===== src/rtl/alu_op_issue.sv =====
// alu_op_issue: producer side of the EX-stage ALU interface.
// Decodes an RV32I instruction in ID into the 5-bit ALU control code, the
// immediate and the two ALU operands. The result is registered into a single
// ID/EX pipeline slot with a valid/ready handshake, stall and flush.
//
// Ports
//   i_clk, i_rst_n        clock (rising edge), asynchronous active-low reset
//   i_valid_ID/o_ready_ID ID-side handshake; transfer when both are high
//   i_instr_ID            raw 32-bit instruction
//   i_pc_ID               PC of the instruction
//   i_rs1/2_data_ID       forwarded register-file read data
//   i_flush_EX            kill slot contents; also drops the ID op on the same edge
//   i_ready_EX            EX consumes the slot this cycle
//   o_valid_EX            slot holds a valid op
//   o_alu_ctrl_EX         ALU control code
//   o_rd1_EX, o_rd2_EX    ALU operands A and B
//   o_imm_EX              decoded immediate (branch/store/jump offset)
//   o_branch_EX           op is a conditional branch
//   o_illegal_EX          opcode/funct not supported
module alu_op_issue #(
    parameter int unsigned WIDTH = 32
) (
    input  logic             i_clk,
    input  logic             i_rst_n,
    input  logic             i_valid_ID,
    output logic             o_ready_ID,
    input  logic [31:0]      i_instr_ID,
    input  logic [WIDTH-1:0] i_pc_ID,
    input  logic [WIDTH-1:0] i_rs1_data_ID,
    input  logic [WIDTH-1:0] i_rs2_data_ID,
    input  logic             i_flush_EX,
    input  logic             i_ready_EX,
    output logic             o_valid_EX,
    output logic [4:0]       o_alu_ctrl_EX,
    output logic [WIDTH-1:0] o_rd1_EX,
    output logic [WIDTH-1:0] o_rd2_EX,
    output logic [WIDTH-1:0] o_imm_EX,
    output logic             o_branch_EX,
    output logic             o_illegal_EX
);

    localparam int unsigned CTRL_W = 5;

    localparam logic [CTRL_W-1:0] ALU_AND  = 5'd0;
    localparam logic [CTRL_W-1:0] ALU_OR   = 5'd1;
    localparam logic [CTRL_W-1:0] ALU_XOR  = 5'd2;
    localparam logic [CTRL_W-1:0] ALU_ADD  = 5'd3;
    localparam logic [CTRL_W-1:0] ALU_SUB  = 5'd4;
    localparam logic [CTRL_W-1:0] ALU_SLL  = 5'd5;
    localparam logic [CTRL_W-1:0] ALU_SRL  = 5'd6;
    localparam logic [CTRL_W-1:0] ALU_SLT  = 5'd7;
    localparam logic [CTRL_W-1:0] ALU_SLTU = 5'd8;
    localparam logic [CTRL_W-1:0] ALU_SRA  = 5'd9;
    localparam logic [CTRL_W-1:0] ALU_BEQ  = 5'd10;
    localparam logic [CTRL_W-1:0] ALU_BNE  = 5'd11;
    localparam logic [CTRL_W-1:0] ALU_BLT  = 5'd12;
    localparam logic [CTRL_W-1:0] ALU_BLTU = 5'd13;
    localparam logic [CTRL_W-1:0] ALU_BGE  = 5'd14;
    localparam logic [CTRL_W-1:0] ALU_BGEU = 5'd15;
    localparam logic [CTRL_W-1:0] ALU_LUI  = 5'd16;

    localparam logic [6:0] OPC_OP     = 7'b0110011;
    localparam logic [6:0] OPC_OP_IMM = 7'b0010011;
    localparam logic [6:0] OPC_BRANCH = 7'b1100011;
    localparam logic [6:0] OPC_LOAD   = 7'b0000011;
    localparam logic [6:0] OPC_STORE  = 7'b0100011;
    localparam logic [6:0] OPC_LUI    = 7'b0110111;
    localparam logic [6:0] OPC_AUIPC  = 7'b0010111;
    localparam logic [6:0] OPC_JAL    = 7'b1101111;
    localparam logic [6:0] OPC_JALR   = 7'b1100111;

    // Instruction fields
    logic [6:0] opcode;
    logic [2:0] funct3;
    logic       funct7_5;
    assign opcode   = i_instr_ID[6:0];
    assign funct3   = i_instr_ID[14:12];
    assign funct7_5 = i_instr_ID[30];

    // Immediates, sign-extended from instr[31] to WIDTH
    logic [31:0]      imm_i32, imm_s32, imm_b32, imm_u32, imm_j32;
    logic [WIDTH-1:0] imm_i, imm_s, imm_b, imm_u, imm_j, shamt, four;
    assign imm_i32 = {{20{i_instr_ID[31]}}, i_instr_ID[31:20]};
    assign imm_s32 = {{20{i_instr_ID[31]}}, i_instr_ID[31:25], i_instr_ID[11:7]};
    assign imm_b32 = {{19{i_instr_ID[31]}}, i_instr_ID[31], i_instr_ID[7],
                      i_instr_ID[30:25], i_instr_ID[11:8], 1'b0};
    assign imm_u32 = {i_instr_ID[31:12], 12'b0};
    assign imm_j32 = {{11{i_instr_ID[31]}}, i_instr_ID[31], i_instr_ID[19:12],
                      i_instr_ID[20], i_instr_ID[30:21], 1'b0};
    assign imm_i   = WIDTH'($signed(imm_i32));
    assign imm_s   = WIDTH'($signed(imm_s32));
    assign imm_b   = WIDTH'($signed(imm_b32));
    assign imm_u   = WIDTH'($signed(imm_u32));
    assign imm_j   = WIDTH'($signed(imm_j32));
    assign shamt   = WIDTH'(i_instr_ID[24:20]);
    assign four    = WIDTH'(4);

    // Decoded payload for the instruction currently in ID
    logic [CTRL_W-1:0] dec_ctrl;
    logic [WIDTH-1:0]  dec_a, dec_b, dec_imm;
    logic              dec_branch, dec_illegal;

    // Combinational decode; unsupported encodings fall out as illegal with zeroed data
    always_comb begin
        dec_ctrl    = ALU_ADD;
        dec_a       = '0;
        dec_b       = '0;
        dec_imm     = '0;
        dec_branch  = 1'b0;
        dec_illegal = 1'b0;
        unique case (opcode)
            OPC_OP: begin
                dec_a = i_rs1_data_ID;
                dec_b = i_rs2_data_ID;
                unique case (funct3)
                    3'b000: dec_ctrl = funct7_5 ? ALU_SUB : ALU_ADD;
                    3'b001: dec_ctrl = ALU_SLL;
                    3'b010: dec_ctrl = ALU_SLT;
                    3'b011: dec_ctrl = ALU_SLTU;
                    3'b100: dec_ctrl = ALU_XOR;
                    3'b101: dec_ctrl = funct7_5 ? ALU_SRA : ALU_SRL;
                    3'b110: dec_ctrl = ALU_OR;
                    default: dec_ctrl = ALU_AND;
                endcase
                // funct7[5] only distinguishes SUB and SRA
                if (funct7_5 && funct3 != 3'b000 && funct3 != 3'b101) begin
                    dec_illegal = 1'b1;
                end
            end
            OPC_OP_IMM: begin
                dec_a   = i_rs1_data_ID;
                dec_b   = imm_i;
                dec_imm = imm_i;
                unique case (funct3)
                    3'b000: dec_ctrl = ALU_ADD;
                    3'b001: begin
                        dec_ctrl = ALU_SLL;
                        dec_b    = shamt;
                        if (funct7_5) dec_illegal = 1'b1;
                    end
                    3'b010: dec_ctrl = ALU_SLT;
                    3'b011: dec_ctrl = ALU_SLTU;
                    3'b100: dec_ctrl = ALU_XOR;
                    3'b101: begin
                        dec_ctrl = funct7_5 ? ALU_SRA : ALU_SRL;
                        dec_b    = shamt;
                    end
                    3'b110: dec_ctrl = ALU_OR;
                    default: dec_ctrl = ALU_AND;
                endcase
            end
            OPC_BRANCH: begin
                dec_a      = i_rs1_data_ID;
                dec_b      = i_rs2_data_ID;
                dec_imm    = imm_b;
                dec_branch = 1'b1;
                unique case (funct3)
                    3'b000: dec_ctrl = ALU_BEQ;
                    3'b001: dec_ctrl = ALU_BNE;
                    3'b100: dec_ctrl = ALU_BLT;
                    3'b101: dec_ctrl = ALU_BGE;
                    3'b110: dec_ctrl = ALU_BLTU;
                    3'b111: dec_ctrl = ALU_BGEU;
                    default: dec_illegal = 1'b1;
                endcase
            end
            OPC_LOAD: begin
                dec_a   = i_rs1_data_ID;
                dec_b   = imm_i;
                dec_imm = imm_i;
            end
            OPC_STORE: begin
                dec_a   = i_rs1_data_ID;
                dec_b   = imm_s;
                dec_imm = imm_s;
            end
            OPC_LUI: begin
                dec_ctrl = ALU_LUI;
                dec_b    = imm_u;
                dec_imm  = imm_u;
            end
            OPC_AUIPC: begin
                dec_a   = i_pc_ID;
                dec_b   = imm_u;
                dec_imm = imm_u;
            end
            OPC_JAL: begin
                dec_a   = i_pc_ID;
                dec_b   = four;
                dec_imm = imm_j;
            end
            OPC_JALR: begin
                dec_a   = i_pc_ID;
                dec_b   = four;
                dec_imm = imm_i;
            end
            default: dec_illegal = 1'b1;
        endcase

        // Illegal ops carry no data and are never flagged as branches
        if (dec_illegal) begin
            dec_ctrl   = ALU_ADD;
            dec_a      = '0;
            dec_b      = '0;
            dec_imm    = '0;
            dec_branch = 1'b0;
        end
    end

    // ID/EX slot registers
    logic              valid_q, valid_d;
    logic [CTRL_W-1:0] ctrl_q, ctrl_d;
    logic [WIDTH-1:0]  rd1_q, rd1_d, rd2_q, rd2_d, imm_q, imm_d;
    logic              branch_q, branch_d, illegal_q, illegal_d;
    logic              transfer;

    assign o_ready_ID = !valid_q || i_ready_EX;
    assign transfer   = i_valid_ID && o_ready_ID;

    // Slot next-state: flush > transfer > consume > hold
    always_comb begin
        valid_d   = valid_q;
        ctrl_d    = ctrl_q;
        rd1_d     = rd1_q;
        rd2_d     = rd2_q;
        imm_d     = imm_q;
        branch_d  = branch_q;
        illegal_d = illegal_q;
        if (i_flush_EX) begin
            valid_d   = 1'b0;
            ctrl_d    = '0;
            rd1_d     = '0;
            rd2_d     = '0;
            imm_d     = '0;
            branch_d  = 1'b0;
            illegal_d = 1'b0;
        end else if (transfer) begin
            valid_d   = 1'b1;
            ctrl_d    = dec_ctrl;
            rd1_d     = dec_a;
            rd2_d     = dec_b;
            imm_d     = dec_imm;
            branch_d  = dec_branch;
            illegal_d = dec_illegal;
        end else if (i_ready_EX) begin
            valid_d = 1'b0;
        end
    end

    // Slot state register
    always_ff @(posedge i_clk or negedge i_rst_n) begin
        if (!i_rst_n) begin
            valid_q   <= 1'b0;
            ctrl_q    <= '0;
            rd1_q     <= '0;
            rd2_q     <= '0;
            imm_q     <= '0;
            branch_q  <= 1'b0;
            illegal_q <= 1'b0;
        end else begin
            valid_q   <= valid_d;
            ctrl_q    <= ctrl_d;
            rd1_q     <= rd1_d;
            rd2_q     <= rd2_d;
            imm_q     <= imm_d;
            branch_q  <= branch_d;
            illegal_q <= illegal_d;
        end
    end

    assign o_valid_EX    = valid_q;
    assign o_alu_ctrl_EX = ctrl_q;
    assign o_rd1_EX      = rd1_q;
    assign o_rd2_EX      = rd2_q;
    assign o_imm_EX      = imm_q;
    assign o_branch_EX   = branch_q;
    assign o_illegal_EX  = illegal_q;

endmodule


===== config.mk =====
export PLATFORM = sky130hd
export DESIGN_NAME = alu_op_issue
export DESIGN_NICKNAME = d
export VERILOG_FILES = /design/src/rtl/alu_op_issue.sv
export SDC_FILE = /design/constraint.sdc
export NUM_CORES = 1
export LEC_CHECK = 0
export CAP_MARGIN = 0
export CORE_MARGIN = 1
export CORE_UTILIZATION = 30
export CTS_CLUSTER_SIZE = 20
export DETAILED_ROUTE_END_ITERATION = 12
export PLACE_DENSITY_LB_ADDON = 0.25
export SLEW_MARGIN = 20
export SYNTH_ARGS = -nofsm -noshare
export SYNTH_HDL_FRONTEND = slang
export SYNTH_SLANG_ARGS = --single-unit

===== constraint.sdc =====
create_clock -name i_clk -period 2.1 [get_ports i_clk]
set_input_delay 0.21 -clock i_clk [delete_from_list [all_inputs] [get_ports i_clk]]
set_output_delay 0.21 -clock i_clk [all_outputs]
set_load 0.05 [all_outputs]

==> reports/results.ini, run 1 <==
[yosys]
syn-num-nets = 643
synthCells = 510
async_flop_share_pct = 100.0
synthTopCellsByArea = dfrtp_1 52%, o21ai_0 8.6%, nand2_1 7.0%
synth_area_mm2 = 0.004982
synth-xor-area-share_pct = 0
synth_fa_ha_area_share_pct = 0
seq_area_frac_synth_pct = 52.24
ys_ff_latch = 104
synth-simple-area-share_pct = 12.43
postSynthAreaPerCell_um2 = 9.769
ys_types = 44
synthMuxAreaShare_pct = 0
ys.flop_type = dfrtp_1
synth_edf_count = 0
synth_top_family_by_area = compound AO/OA/AOI/OAI gates
synth_compound_area_share_pct = 29.98
yosysWarnings = 0
synth.largest_area_cell = dfrtp_1
synth_top_cell_area_share_pct = 52.24

[global_route]
grt_max_degree = 47
grt_pass1_vias = 5081
grtUsageTotal_pct = 20.68
antenna_found_initial = 0
grt_pass1_wl_um = 26980
overflow = 0

[clock_network]
htreeDepth = 3
clock-sinks = 104
cts_buffers = 9
clkTransAtPathRegs_ns = 0.07
tritoncts = yes
cts_setup_buffers = 0
clock_latency_ns = 0.35
cts-root-buf = clkbuf_16
clock_tree.buffer_depth = 2
cts-resized-gates = 0

[setup_path]
start_kind = primary input
setup.reg_to_reg.worst_slack_ns = 0.36
cp_top_family = buffers and inverters
cp_max_fo = 18
worst_path_max_delay_cell = clkdlybuf4s50_1
arrival_ns = 2.13
crit_buf_inv = 2
worstPathRequired_ns = 2.35
critPathCaptureType = register
ff2ff_path_depth = 5
worstSetupPathType = primary input to register
r2r-start = o_valid_EX
slowest_delay_ns = 0.53
crit_path_cell_trace = clkdlybuf4s50_1 -> and3b_1 -> and3_1 -> buf_4 -> a21o_1 -> a21oi_1 -> o21ai_0
r2r_end = o_rd2_EX[5]

[sta]
skew_ns = 0.005516
period_needed_ns = 1.888
clock.fmax_ghz = 0.5297
maxSlewHeadroom_pct = 61.78
rsz0062_at_grt = no
hold_viol = 0
min_period_over_period_pct = 89.90
setup-violations-final = 0
tightest_slew_ns = 0.5715
report.final.slew_viol_count = 0

[floorplanning]
die_width_um = 130.9
fp-row-count = 46
core_mm2 = 0.01606
boundaryPins = 238
dieArea_mm2 = 0.01713
die_h_um = 130.9
start_util_pct = 31.03

[cells_and_area]
antenna_cells = 0
fin_area_mm2 = 0.008148
final_cell_mix = 235 x clkdlybuf4s50_1, 104 x dfrtp_1, 93 x nand2_1
syn2layout_area_growth_pct = 63.54
final_common_cell = clkdlybuf4s50_1
drive_gt1_share_pct = 9.555
nets = 893

[placement]
routabilityCongestion = 0.8742
dp.final_hpwl_um = 13390
port_buffers = 237
dpl-instance-area_mm2 = 0.007834

[power_and_ir_drop]
comb_power_share_pct = 14.3
p_int_mw = 3.330
power.switching_fraction_pct = 23.80
cellPowerDensity_mw_per_mm2 = 536.4
clockPowerShare_pct = 39.6
irDropWorstVdd_mv = 0.4022
total_power_mw = 4.370
seq_power_share_pct = 46.1
p_sw_mw = 1.040
leakage_nw = 3.249

[detailed_routing]
dr.pass1.iters = 5
num_vias = 5148
drt-total-wl_um = 18020
drt-initial-drc-count = 321
route.detailed.drc = 0
drtAntennaViolNets = 0
wl_per_cell_um = 18.39
via_per_inst = 5.253

[flow_run]
maxCapViolations = 0

[hold_path]
hold_path_class = primary input to async pin

[run_status]
status = finished clean

## stage by stage
stage	hold WS [ns]	util (%)	instances	TNS [ns]	setup slack, ns
6_report	0.2917	50.74	980	0	0.2121
3_5_place_dp	0.1253	48.78	964	-2.155	-0.1433
3_3_place_gp	0.1179	48.78	964	-0.4176	-0.02898
5_1_grt	0.3234	50.74	980	0	0.1135
4_1_cts	0.2946	50.74	980	0	0.2401
2_1_floorplan	-0.08559	-	510	0	0.06834
## power by group through the flow
stage	Combinational [mW]	Sequential (mW)	Clock, mW
after CTS	0.627	2.01	1.77
after floorplan	0.158	2.08	0
final	0.624	2.01	1.73
after global placement	0.614	2.05	0
after detailed placement	0.623	2.05	0
after global routing	0.667	2.01	1.86
## registers in the layout (all words and copies together) (netlist names)
| register | count |
|---|---|
| o_alu_ctrl_EX | 5 |
| o_branch_EX | 1 |
| o_valid_EX | 1 |
| o_imm_EX | 32 |
| o_illegal_EX | 1 |
| o_rd2_EX | 32 |
| o_rd1_EX | 32 |
## worst max path at each step
stage                   from            to  slack (ns)  cells past startpoint
2_1_floorplan     o_valid_EX   o_rd2_EX[0]        0.07                      6
3_3_place_gp   i_instr_ID[5]  o_rd2_EX[18]       -0.03                      7
3_5_place_dp   i_instr_ID[0]  o_imm_EX[19]       -0.14                      7
4_1_cts        i_instr_ID[0]  o_imm_EX[19]        0.24                      7
5_1_grt        i_instr_ID[0]  o_imm_EX[19]        0.11                      7
6_report       i_instr_ID[0]  o_imm_EX[19]        0.21                      7
## layer usage
layer,track usage [%],part of all wire (%)
met1,26.82,43
met2,33.02,48
met3,4.397,6.9
met4,9.533,2.5
met5,0,0
## logic make-up after synthesis
group                  after synthesis
AOI/OAI and AO/OA                  224
and+or+nand+nor                    134
DFF                                104
buffers and inverters               48
## timing repair
action	4_1_cts	5_1_grt
setup endpoints to repair	0	0
hold buffers	1	0
hold endpoints to repair	19	0
## final cells by class
type / instances / area (µm²)
clock buffers: 11 / 252.7
clock inverters: 4 / 51.30
repair buffers: 284 / 2823
inverters: 3 / 11.26
well taps: 216 / 270.3
multi-input cells: 358 / 2137
flip-flops and latches: 104 / 2603
fillers: 1454 / 7910
## Yosys cell counts, drive strengths merged, types with 2 or more instances
master  count
nor3b       2
nand3b      2
a32o        7
nand3       2
nand2b      5
and3b       2
nand2      93
nor2b       7
a21oi      29
nor2        8
o21a        3
a22oi      36
inv         3
a21o        3
buf        19
a221o       2
a221oi     21
dfrtp     104
o21ai      89
a222oi      4
clkbuf     26
and3        4
a22o       19
o31ai       2
nor3        3
Note: power is estimated with default switching activity, not from simulation.
==> inputs of run 2 (changes only) <==
- SLEW_MARGIN: 20 -> default
==> results of run 2 <==
Final layout, timing and power as in run 1 (identical DEF).
